[config.mk]
export PLATFORM = sky130hd
export DESIGN_NAME = regfile_param
export DESIGN_NICKNAME = d
export VERILOG_FILES = /design/src/rtl/mcu_pkg.sv /design/src/rtl/regfile_clr_seq.sv /design/src/rtl/regfile_param.sv
export SDC_FILE = /design/constraint.sdc
export NUM_CORES = 1
export LEC_CHECK = 0
export CAP_MARGIN = 5
export CORE_ASPECT_RATIO = 1.2
export CORE_UTILIZATION = 50
export CTS_CLUSTER_DIAMETER = 30
export DETAILED_ROUTE_END_ITERATION = 6
export GPL_ROUTABILITY_DRIVEN = 0
export PLACE_DENSITY = 0.71
export SETUP_SLACK_MARGIN = 0.02
export SYNTH_ARGS = -nofsm -noshare
export SYNTH_HDL_FRONTEND = slang
export SYNTH_SLANG_ARGS = --single-unit
[constraint.sdc]
create_clock -name clk -period 2.5 [get_ports clk]
set_input_delay 0.625 -clock clk [delete_from_list [all_inputs] [get_ports clk]]
set_output_delay 0.625 -clock clk [all_outputs]
set_load 0.01 [all_outputs]
[src/rtl/mcu_pkg.sv]
// Shared MCU datapath definitions: clear-sequencer states and default widths.
package mcu_pkg;

   localparam int unsigned MCU_DATA_W = 8;
   localparam int unsigned MCU_ADDR_W = 4;

   typedef enum logic {
      IDLE  = 1'b0,
      CLEAR = 1'b1
   } clr_state_e;

endpackage : mcu_pkg

[src/rtl/regfile_clr_seq.sv]
// Clear sequencer: walks a counter over every register-file entry after a CLR pulse.
module regfile_clr_seq
   import mcu_pkg::*;
#(
   parameter int unsigned ADDR_W = MCU_ADDR_W
) (
   input  logic              clk,
   input  logic              rst_n,
   input  logic              clr,
   output logic              busy,
   output logic              clr_we,
   output logic [ADDR_W-1:0] clr_addr
);

   clr_state_e        state_q, state_d;
   logic [ADDR_W-1:0] cnt_q, cnt_d;
   logic              busy_q, busy_d;

   // State, counter and busy registers.
   always_ff @(posedge clk or negedge rst_n) begin
      if (!rst_n) begin
         state_q <= IDLE;
         cnt_q   <= '0;
         busy_q  <= 1'b0;
      end else begin
         state_q <= state_d;
         cnt_q   <= cnt_d;
         busy_q  <= busy_d;
      end
   end

   // Next-state: CLR is only honoured from IDLE, so a pulse while clearing cannot restart it.
   always_comb begin
      state_d = state_q;
      cnt_d   = cnt_q;
      busy_d  = busy_q;
      unique case (state_q)
         IDLE: begin
            if (clr) begin
               state_d = CLEAR;
               cnt_d   = '0;
               busy_d  = 1'b1;
            end
         end
         CLEAR: begin
            cnt_d = cnt_q + ADDR_W'(1);
            if (cnt_q == '1) begin
               state_d = IDLE;
               busy_d  = 1'b0;
            end
         end
         default: begin
            state_d = IDLE;
            busy_d  = 1'b0;
         end
      endcase
   end

   // All outputs come straight from flops.
   assign busy     = busy_q;
   assign clr_we   = (state_q == CLEAR);
   assign clr_addr = cnt_q;

endmodule : regfile_clr_seq

[src/rtl/regfile_param.sv]
// Parametrised two-read/one-write register file with registered, bypassed reads and hardware clear.
module regfile_param
   import mcu_pkg::*;
#(
   parameter int unsigned DATA_W  = MCU_DATA_W,
   parameter int unsigned ADDR_W  = MCU_ADDR_W,
   parameter bit          ZERO_R0 = 1'b0
) (
   input  logic              clk,
   input  logic              rst_n,
   input  logic              EN,
   input  logic              WR,
   input  logic [ADDR_W-1:0] Write_Addr,
   input  logic [DATA_W-1:0] Write_Data,
   input  logic [ADDR_W-1:0] Read_Addr1,
   input  logic [ADDR_W-1:0] Read_Addr2,
   input  logic              CLR,
   output logic [DATA_W-1:0] Dout1,
   output logic [DATA_W-1:0] Dout2,
   output logic              Busy
);

   localparam int unsigned DEPTH = 1 << ADDR_W;

   logic [DATA_W-1:0] mem_q [DEPTH];
   logic [DATA_W-1:0] mem_d [DEPTH];
   logic [DATA_W-1:0] dout1_q, dout1_d;
   logic [DATA_W-1:0] dout2_q, dout2_d;

   logic              busy;
   logic              clr_we;
   logic [ADDR_W-1:0] clr_addr;
   logic              wr_acc;
   logic              wr_en;

   regfile_clr_seq #(
      .ADDR_W (ADDR_W)
   ) u_clr_seq (
      .clk      (clk),
      .rst_n    (rst_n),
      .clr      (CLR),
      .busy     (busy),
      .clr_we   (clr_we),
      .clr_addr (clr_addr)
   );

   // A write is accepted outside a clear; the hard-wired zero entry silently drops it.
   assign wr_acc = EN && WR && !busy;
   assign wr_en  = wr_acc && !(ZERO_R0 && (Write_Addr == ADDR_W'(0)));

   // Read value for one port: zero entry first, then same-edge bypass, then storage.
   function automatic logic [DATA_W-1:0] port_val(
      input logic [ADDR_W-1:0] addr,
      input logic [DATA_W-1:0] stored,
      input logic              byp_en,
      input logic [ADDR_W-1:0] byp_addr,
      input logic [DATA_W-1:0] byp_data
   );
      logic [DATA_W-1:0] val;
      val = stored;
      if (ZERO_R0 && (addr == ADDR_W'(0))) begin
         val = '0;
      end else if (byp_en && (addr == byp_addr)) begin
         val = byp_data;
      end
      return val;
   endfunction

   // Storage array registers.
   always_ff @(posedge clk or negedge rst_n) begin
      if (!rst_n) begin
         for (int i = 0; i < int'(DEPTH); i++) begin
            mem_q[i] <= '0;
         end
      end else begin
         mem_q <= mem_d;
      end
   end

   // Write mux: the clear sequencer owns the array while it runs.
   always_comb begin
      mem_d = mem_q;
      if (clr_we) begin
         mem_d[clr_addr] = '0;
      end else if (wr_en) begin
         mem_d[Write_Addr] = Write_Data;
      end
   end

   // Read output registers.
   always_ff @(posedge clk or negedge rst_n) begin
      if (!rst_n) begin
         dout1_q <= '0;
         dout2_q <= '0;
      end else begin
         dout1_q <= dout1_d;
         dout2_q <= dout2_d;
      end
   end

   // Read data: forced to zero during a clear, held while disabled.
   always_comb begin
      dout1_d = dout1_q;
      dout2_d = dout2_q;
      if (busy) begin
         dout1_d = '0;
         dout2_d = '0;
      end else if (EN) begin
         dout1_d = port_val(Read_Addr1, mem_q[Read_Addr1], wr_acc, Write_Addr, Write_Data);
         dout2_d = port_val(Read_Addr2, mem_q[Read_Addr2], wr_acc, Write_Addr, Write_Data);
      end
   end

   assign Dout1 = dout1_q;
   assign Dout2 = dout2_q;
   assign Busy  = busy;

endmodule : regfile_param

After elaboration in Yosys (flattened, before gate mapping)
Index checks and enable logic that the tools add are counted.
- flip-flop bits (word level): 150
- input port bits: 25
- output and inout bits: 17
- add/subtract/negate cells: 1
- $lt $le $gt $ge: 6
- equal/unequal tests: 5
- multiplexer cells: 27
- bitwise logic cells: 7
- reductions and logical operators: 10
- operator list (operator ; number):
    two-way mux 128 bit ; 2
    bitwise AND 128 bit ; 1
    bitwise mux 128 bit ; 1
    NOT 128 bit ; 1
    two-way mux 8 bit ; 12
    binary-select mux 8 bit (select 4 bit) ; 2
    demux 8 bit (select 4 bit) ; 2
    greater-or-equal comparator 5 bit, second input constant ; 4
    NOT 4 -> 5 bit ; 4
    < comparator 5 x 1 -> 1 bit, second input constant ; 2
    == test 4 bit ; 2
    one-hot mux 4 bit (2 select lines) ; 1
    logical AND 1 bit ; 6
    adder 4 x 1 -> 4 bit, second input constant ; 1
    == test 4 bit, second input constant ; 1
    two-way mux 1 bit ; 4
    two-way mux 4 bit ; 1
    inequality test 2 bit, second input constant ; 2
    one-hot mux 1 bit (2 select lines) ; 2
    nonzero test 2 bit ; 2
    AND reduction 2 bit ; 1
    logical NOT 1 bit ; 1
    NOT 1 bit ; 1

Longest topological paths before layout
Gate-level depths: netlist of the first run.
- depth in word-level cells: 8
- gate-level depth with buffers: 7
- depth with buffers taken out: 5

Modules after synthesis
A second synthesis of the first run with hierarchy kept.
- cells, all modules: 559
- area, all modules: 8135.3 um2
- modules (own cells, without submodules) (module ; instances ; cells each ; area an instance (um2) ; seq. area each (um2)):
    regfile_param ; 1 ; 537 ; 7868.8 ; 3603.5
    regfile_clr_seq ; 1 ; 22 ; 266.5 ; 150.1

Least setup slack after synthesis of the first run
Ideal clock, no wire load.
- path kind: input to register
- start point: in Read_Addr1[0]
- end point: reg dout1_q[1] (netlist: Dout1[1])
- library setup time: 0.126 ns
- data arrival time: 2.072 ns
- required time: 2.374 ns
- slack: 0.301 ns
- stages: 6
- path buffers: 2
- cell sequence: clkbuf_1 buf_2 mux4_2 a22o_1 nor2_1 o21ai_1
- word-level cells in the longest chain between the ends: 7
- elaborated cells on any way between the ends: 9
- RTL lines (what ; RTL line ; source):
    start, declared ; regfile_param.sv:15 ; input logic [ADDR_W-1:0] Read_Addr1,
    NOT 4 -> 5 bit (not written as such) ; regfile_param.sv:109 ; dout1_d = port_val(Read_Addr1, mem_q[Read_Addr1], wr_acc, Write_Addr, Write_Data);
    binary-select mux 8 bit (select 4 bit) ; regfile_param.sv:109 ;
    two-way mux 8 bit (not written as such) (2 in series) ; regfile_param.sv:109 ;
    two-way mux 8 bit (*) ; regfile_param.sv:63 ; end else if (byp_en && (addr == byp_addr)) begin
    two-way mux 8 bit (*) ; regfile_param.sv:108 ; end else if (EN) begin
    two-way mux 8 bit (*) ; regfile_param.sv:105 ; if (busy) begin
    end signal, assigned ; regfile_param.sv:96 ; dout1_q <= dout1_d;
    end, declared ; regfile_param.sv:27 ; logic [DATA_W-1:0] dout1_q, dout1_d;
Mark *: on every way between the ends. The rest lies on a longest branch, timed or not. The select of a mux whose other input is x is not followed.
A chain may end at the register's enable or synchronous reset.

Worst setup path after layout of the first run
- start point: in Write_Addr[2]
- end point: reg mem_q[6] in the netlist's numbering
- word-level cells in the longest chain between the ends: 8
- elaborated cells on any way between the ends: 9
- RTL lines (what ; RTL line ; source):
    start, declared ; regfile_param.sv:13 ; input logic [ADDR_W-1:0] Write_Addr,
    NOT 4 -> 5 bit (not written as such) (*) ; regfile_param.sv:86 ; mem_d[Write_Addr] = Write_Data;
    greater-or-equal comparator 5 bit (not written as such) / < comparator 5 x 1 -> 1 bit (equally long branches) ; regfile_param.sv:86 ;
    logical AND 1 bit (not written as such) ; regfile_param.sv:86 ;
    two-way mux 8 bit (not written as such) ; regfile_param.sv:86 ;
    demux 8 bit (select 4 bit) (*) ; regfile_param.sv:86 ;
    bitwise mux 128 bit (*) ; regfile_param.sv:86 ;
    two-way mux 128 bit (*) ; regfile_param.sv:85 ; end else if (wr_en) begin
    two-way mux 128 bit (*) ; regfile_param.sv:83 ; if (clr_we) begin
    end signal, assigned ; regfile_param.sv:76 ; mem_q <= mem_d;
    end, declared ; regfile_param.sv:25 ; logic [DATA_W-1:0] mem_q [DEPTH];
Marked as above.

==> results of run 1 <==
power by group:
part	leakage (nW)	switching (mW)	internal, mW
combinational	1.77	0.981	0.832
sequential	2.07	0.353	2.77
clock	0.250	0.947	1.37
total	4.09	2.28	4.97
through the flow:
| step | setup TNS, ps | hold WS (ps) | setup WS (ps) |
|---|---|---|---|
| after floorplan | 0 | 329 | 301 |
| after global placement | -153 | 483 | -29.2 |
| after detailed placement | -336 | 485 | -52.5 |
| after CTS | 0 | 155 | 361 |
| after global routing | 0 | 162 | 235 |
| final | 0 | 140 | 332 |
layout make-up:
| type | count | share of cell area |
|---|---|---|
| repair buffers | 94 | 0.0950 |
| flip-flops and latches | 150 | 0.395 |
| inverters | 3 | 0.00119 |
| multi-input cells | 378 | 0.427 |
| well taps | 208 | 0.0274 |
| clock inverters | 5 | 0.00553 |
| clock buffers | 24 | 0.0486 |
cells by family after synthesis:
logic type	share of synthesized area
multiplexers	0.188
buffers and inverters	0.0333
AND/OR/NAND/NOR	0.0767
AO/OA/AOI/OAI	0.220
adder cells (fa/ha/maj)	0.00620
flip-flops	0.465
XOR/XNOR	0.0108
final timing paths:
path,start,end
worst max-delay path,Write_Addr[2],mem_q[6]
worst min-delay path,rst_n,mem_q[54]
worst max register to register,u_clr_seq.clr_we,mem_q[62]
worst min register to register,Dout1[4],Dout1[4]
max in group asynchronous,rst_n,u_clr_seq.clr_we
min in group clk,Dout1[4],Dout1[4]
cells in the mapped netlist (all sizes together), types with 2 or more instances:
cell and number:
nand2 16, a21bo 2, a21oi 16, nor2 24
mux4 64, o22ai 2, a22o 152, nor4 7
mux2i 8, o21ai 25, inv 3, nand3 2
nor3 8, buf 29, nor2b 4, clkbuf 23
a32oi 16, xor2 9, nor4b 4, and2 3
nand2b 3, dfrtp 150, ha 4
state kept, by name, indices dropped and copies added, names as in the netlist:
register	cells
u_clr_seq.clr_we	1
Dout1	8
u_clr_seq.busy	1
mem_q	128
Dout2	8
u_clr_seq.clr_addr	4
layer usage:
| metal | wire (um) | vias up | track usage |
|---|---|---|---|
| met5 | 0 | - | 0 |
| met2 | 10400 | 363 | 0.437 |
| met4 | 1060 | 0 | 0.147 |
| met3 | 2060 | 65 | 0.0615 |
| li1 | - | 2484 | - |
| met1 | 9240 | 3112 | 0.397 |
critical path, stage by stage:
cell and delay (ps):
clkdlybuf4s50_1 630, nand2_1 330, nor4_4 410, buf_12 190, mux2i_1 180, o21ai_1 90
==> results.cfg, run 1 <==
[run_status]
status = completed

[final_layout]
drive_gt1_frac = 0.277
antenna_cells = 0
fin_util = 0.605
mostFrequentLayoutCells = a22o_1, dfrtp_1, mux4_2
syn_to_final_growth_pct = 17.6
multi_input_area_um2 = 4060
final_common_cell = a22o_1
instances_no_fill = 862
register_area_um2 = 3750
fillerInstances = 1173
nets = 673
final_area_um2 = 9500

[clocking]
root_buffer = clkbuf_16
cts_hold_buf = 0
clock_latency_ps = 430
clock_path_buffers = 2
cts_made_buffers = 17
cts_tree = built
post_cts_resized = 0
clock-sinks = 150
postCtsSetupBuffers = 0
clk_pin_slew_ps = 60
cts-htree-levels = 4

[sta]
worst_pin_slew_ps = 1010
clock_skew_ps = 5.28
slew-limit-headroom = 0.321
final_hold_viol_count = 0
maxSlewViolCount = 0
max_freq_mhz = 461
min_period_ps = 2170
post-route-period-util = 0.867
finalSetupViolations = 0
rsz0062_at_grt = false

[drt]
drt-total-wl_um = 22700
antenna_left = 0
viasPerCell = 6.99
first_pass_iters = 7
drc = 0
dr_total_vias = 6024
drtIter0Drc = 823
wl_per_cell_um = 26.4

[global_route]
grt_max_degree = 50
grt_pass1_vias = 6027
grt_pass1_wl_um = 36100
globalRouteOverflowTotal = 0
antenna_found_initial = 0
grt.total_usage = 0.289

[logic_synthesis]
synth_warnings = 0
ys_seq_area_frac = 0.465
synth_edf_count = 0
syn_avg_cell_area_um2 = 13.8
yosysTopAreaCellShare = 0.465
synth_area_um2 = 8070
ys.flop_type = dfrtp_1
synthArstFlopShare = 1.00
ys_seq_elements = 150
synthDistinctLibCells = 41
synth_top_cell_by_area = dfrtp_1
ys_top_cells_by_area = dfrtp_1, mux4_2, a22o_1, a32oi_1, o21ai_1
synth_nets = 612
synth_cells = 583

[hold_path]
hold_class = input port to asynchronous set/reset pin

[floorplanning]
die_x_um = 118
num_rows = 50
io_pins = 42
coreArea_um2 = 15700
start_util = 0.514
dieArea_um2 = 16700
dieHeight_um = 141

[power]
p_leak_nw = 4.09
ir_drop_v = 0.000544
power_density_nw_per_um2 = 764
power_mw = 7.25

[setup_path]
critPathRequiredTime_ps = 2790
r2r_setup_slack_ps = 380
worstSetupPathType = input port to flop
r2r_cells = 5
path_max_fanout = 8
worstPathArrival_ps = 2460
worst_setup_path_start_kind = input port
endpoint_kind = flop

[placed_design]
dpl.hpwl_um = 15800
dpl.cell_count = 833
dpl_cell_area_um2 = 8980
port_buffers = 41

[flow_run]
drv_cap = 0
No activity file was read; power rests on OpenSTA's default activity.
==> run 2: changes to the inputs <==
--- a/config.mk
+++ b/config.mk
@@ -5,10 +5,12 @@
 export SDC_FILE = /design/constraint.sdc
 export NUM_CORES = 1
 export LEC_CHECK = 0
+export ABC_AREA = 1
 export CAP_MARGIN = 5
 export CORE_ASPECT_RATIO = 1.2
 export CORE_UTILIZATION = 50
 export CTS_CLUSTER_DIAMETER = 30
+export CTS_CLUSTER_SIZE = 24
 export DETAILED_ROUTE_END_ITERATION = 6
 export GPL_ROUTABILITY_DRIVEN = 0
 export PLACE_DENSITY = 0.71
==> results.cfg, run 2 <==
[placed_design]
dpl_cell_area_um2 = 9890
port_buffers = 41
dpl.hpwl_um = 21800

[floorplanning]
coreArea_um2 = 17600
dieArea_um2 = 18600
io_pins = 42
num_rows = 53
die_x_um = 125
start_util = 0.512
dieHeight_um = 149

[power]
power_density_nw_per_um2 = 769
ir_drop_v = 0.000542
p_leak_nw = 5.38

[final_layout]
drive_gt1_frac = 0.114
syn_to_final_growth_pct = 16.4
largest_register_ffs = 128
final_common_cell = nand2_1
top_register = mem_q
final_area_um2 = 10500
antenna_cells = 0
mostFrequentLayoutCells = nand2_1, nand3_1, inv_1
nets = 1294

[clocking]
clock-sinks = 150
cts_made_buffers = 17
post_cts_resized = 0
clock_latency_ps = 440
clock_path_buffers = 2
cts-htree-levels = 4
postCtsSetupBuffers = 0
clk_pin_slew_ps = 70
cts_tree = built
cts_hold_buf = 0
root_buffer = clkbuf_16

[setup_path]
path_buf_inv = 1
max_stage_delay_ps = 590
crit_family = buffers and inverters
worst-path-stages = 1
endpoint_kind = output port
worst_setup_path_start_kind = flop
worstPathArrival_ps = 1510
critPathRequiredTime_ps = 1880
crit_slowest_cell = clkdlybuf4s50_1
r2r_cells = 5
cp_cell_sequence = clkdlybuf4s50_1
path_max_fanout = 5
worstSetupPathType = flop to output port

[global_route]
grt.total_usage = 0.344
antenna_found_initial = 1
grt_pass1_wl_um = 48300
grt_max_degree = 66
grt_pass1_vias = 8395
globalRouteOverflowTotal = 0

[drt]
dr_total_vias = 8971
viasPerCell = 5.99
first_pass_iters = 7
wl_per_cell_um = 20.6
drtIter0Drc = 1263
antenna_left = 0
drt-total-wl_um = 30900
drc = 0

[logic_synthesis]
synthDistinctLibCells = 36
yosysMostFrequentCell = nand2_1
ys.flop_type = dfrtp_1
synth_warnings = 0
synthArstFlopShare = 1.00
synth_top_cell_by_area = dfrtp_1
ys_seq_area_frac = 0.417
ys_seq_elements = 150
synth_commonest_cells = nand2_1, nand3_1, inv_1, dfrtp_1, o22ai_1
synth_nets = 1244
yosysTopAreaCellShare = 0.417
synth_edf_count = 0
ys_top_cells_by_area = dfrtp_1, nand2_1, nand3_1, o22ai_1, inv_1
syn_avg_cell_area_um2 = 7.41
synth_cells = 1215
synth_area_um2 = 9000

[sta]
post-route-period-util = 0.855
finalSetupViolations = 0
min_period_ps = 2140
slew-limit-headroom = 0.627
rsz0062_at_grt = false
maxSlewViolCount = 0
fin_setup_tns_ps = 0
final_hold_viol_count = 0
max_freq_mhz = 468
clock_skew_ps = 7.63
worst_pin_slew_ps = 559

[run_status]
status = completed

[hold_path]
hold_class = input port to asynchronous set/reset pin

[flow_run]
drv_cap = 0
-- run 2: changes by cell type after synthesis, sizes merged, moves of 12 or more --
cell | before | now
nand3 | 2 | 264
nor2 | 24 | 36
inv | 3 | 159
nand2 | 16 | 359
a32oi | 16 | 0
o22ai | 2 | 122
a22o | 152 | 1
mux4 | 64 | 0
-- run 2: final timing paths --
kind / to / startpoint / slack (ps)
setup / recovery: Busy / u_clr_seq.busy / 360
hold / removal: mem_q[16] / rst_n / 110
setup reg to reg: mem_q[65] / u_clr_seq.clr_we / 650
hold reg to reg: Dout2[0] / Dout2[0] / 490
max in group asynchronous: u_clr_seq.clr_addr[2] / rst_n / 1690
min in group clk: Dout2[0] / Dout2[0] / 490
-- run 2: report_power, final --
group	internal [mW]	switching [mW]
Sequential	2.75	0.229
Clock	1.49	1.12
Combinational	0.853	1.62
-- run 2: logic make-up (layout without fill, tap and decap cells) --
| group | count (synthesis) | in the layout | synth area share |
|---|---|---|---|
| adder cells (fa/ha/maj) | 4 | 4 | 0.00556 |
| AO/OA/AOI/OAI | 155 | 155 | 0.114 |
| XOR/XNOR | 4 | 4 | 0.00389 |
| buffers and inverters | 235 | 298 | 0.110 |
| flip-flops | 150 | 150 | 0.417 |
| AND/OR/NAND/NOR | 667 | 667 | 0.349 |
-- run 2: through the flow --
stage / hold slack, ps / instances / power [mW] / util / worst slack, ps
after CTS: 132 / 1498 / 8.01 / 0.596 / 355
after global routing: 150 / 1498 / 8.40 / 0.596 / 318
after detailed placement: 467 / 1466 / 5.42 / 0.563 / 84.8
after floorplan: 329 / 1215 / 4.50 / - / 868
after global placement: 471 / 1466 / 5.38 / 0.563 / 97.9
final: 114 / 1498 / 8.06 / 0.596 / 363
-- run 2: final cells by class --
cell class / instances / area (um2)
clock buffers: 17 / 425
clock inverters: 15 / 169
fillers: 1566 / 7090
inverters: 170 / 657
multi-input cells: 830 / 4260
flip-flops and latches: 150 / 3750
well taps: 220 / 275
repair buffers: 96 / 940
-- run 2: per-layer routing --
| metal | GRT usage | wire (um) |
|---|---|---|
| met3 | 0.0606 | 3250 |
| met5 | 0 | 0 |
| met2 | 0.528 | 13800 |
| met1 | 0.461 | 12100 |
| met4 | 0.197 | 1770 |
-- run 2: worst reg2reg max path, cell delays in order (launching register included) --
cell and delay, ps:
dfrtp_1 590, inv_1 220, buf_4 360, nand3_4 230
nand2_2 230, o22ai_1 110
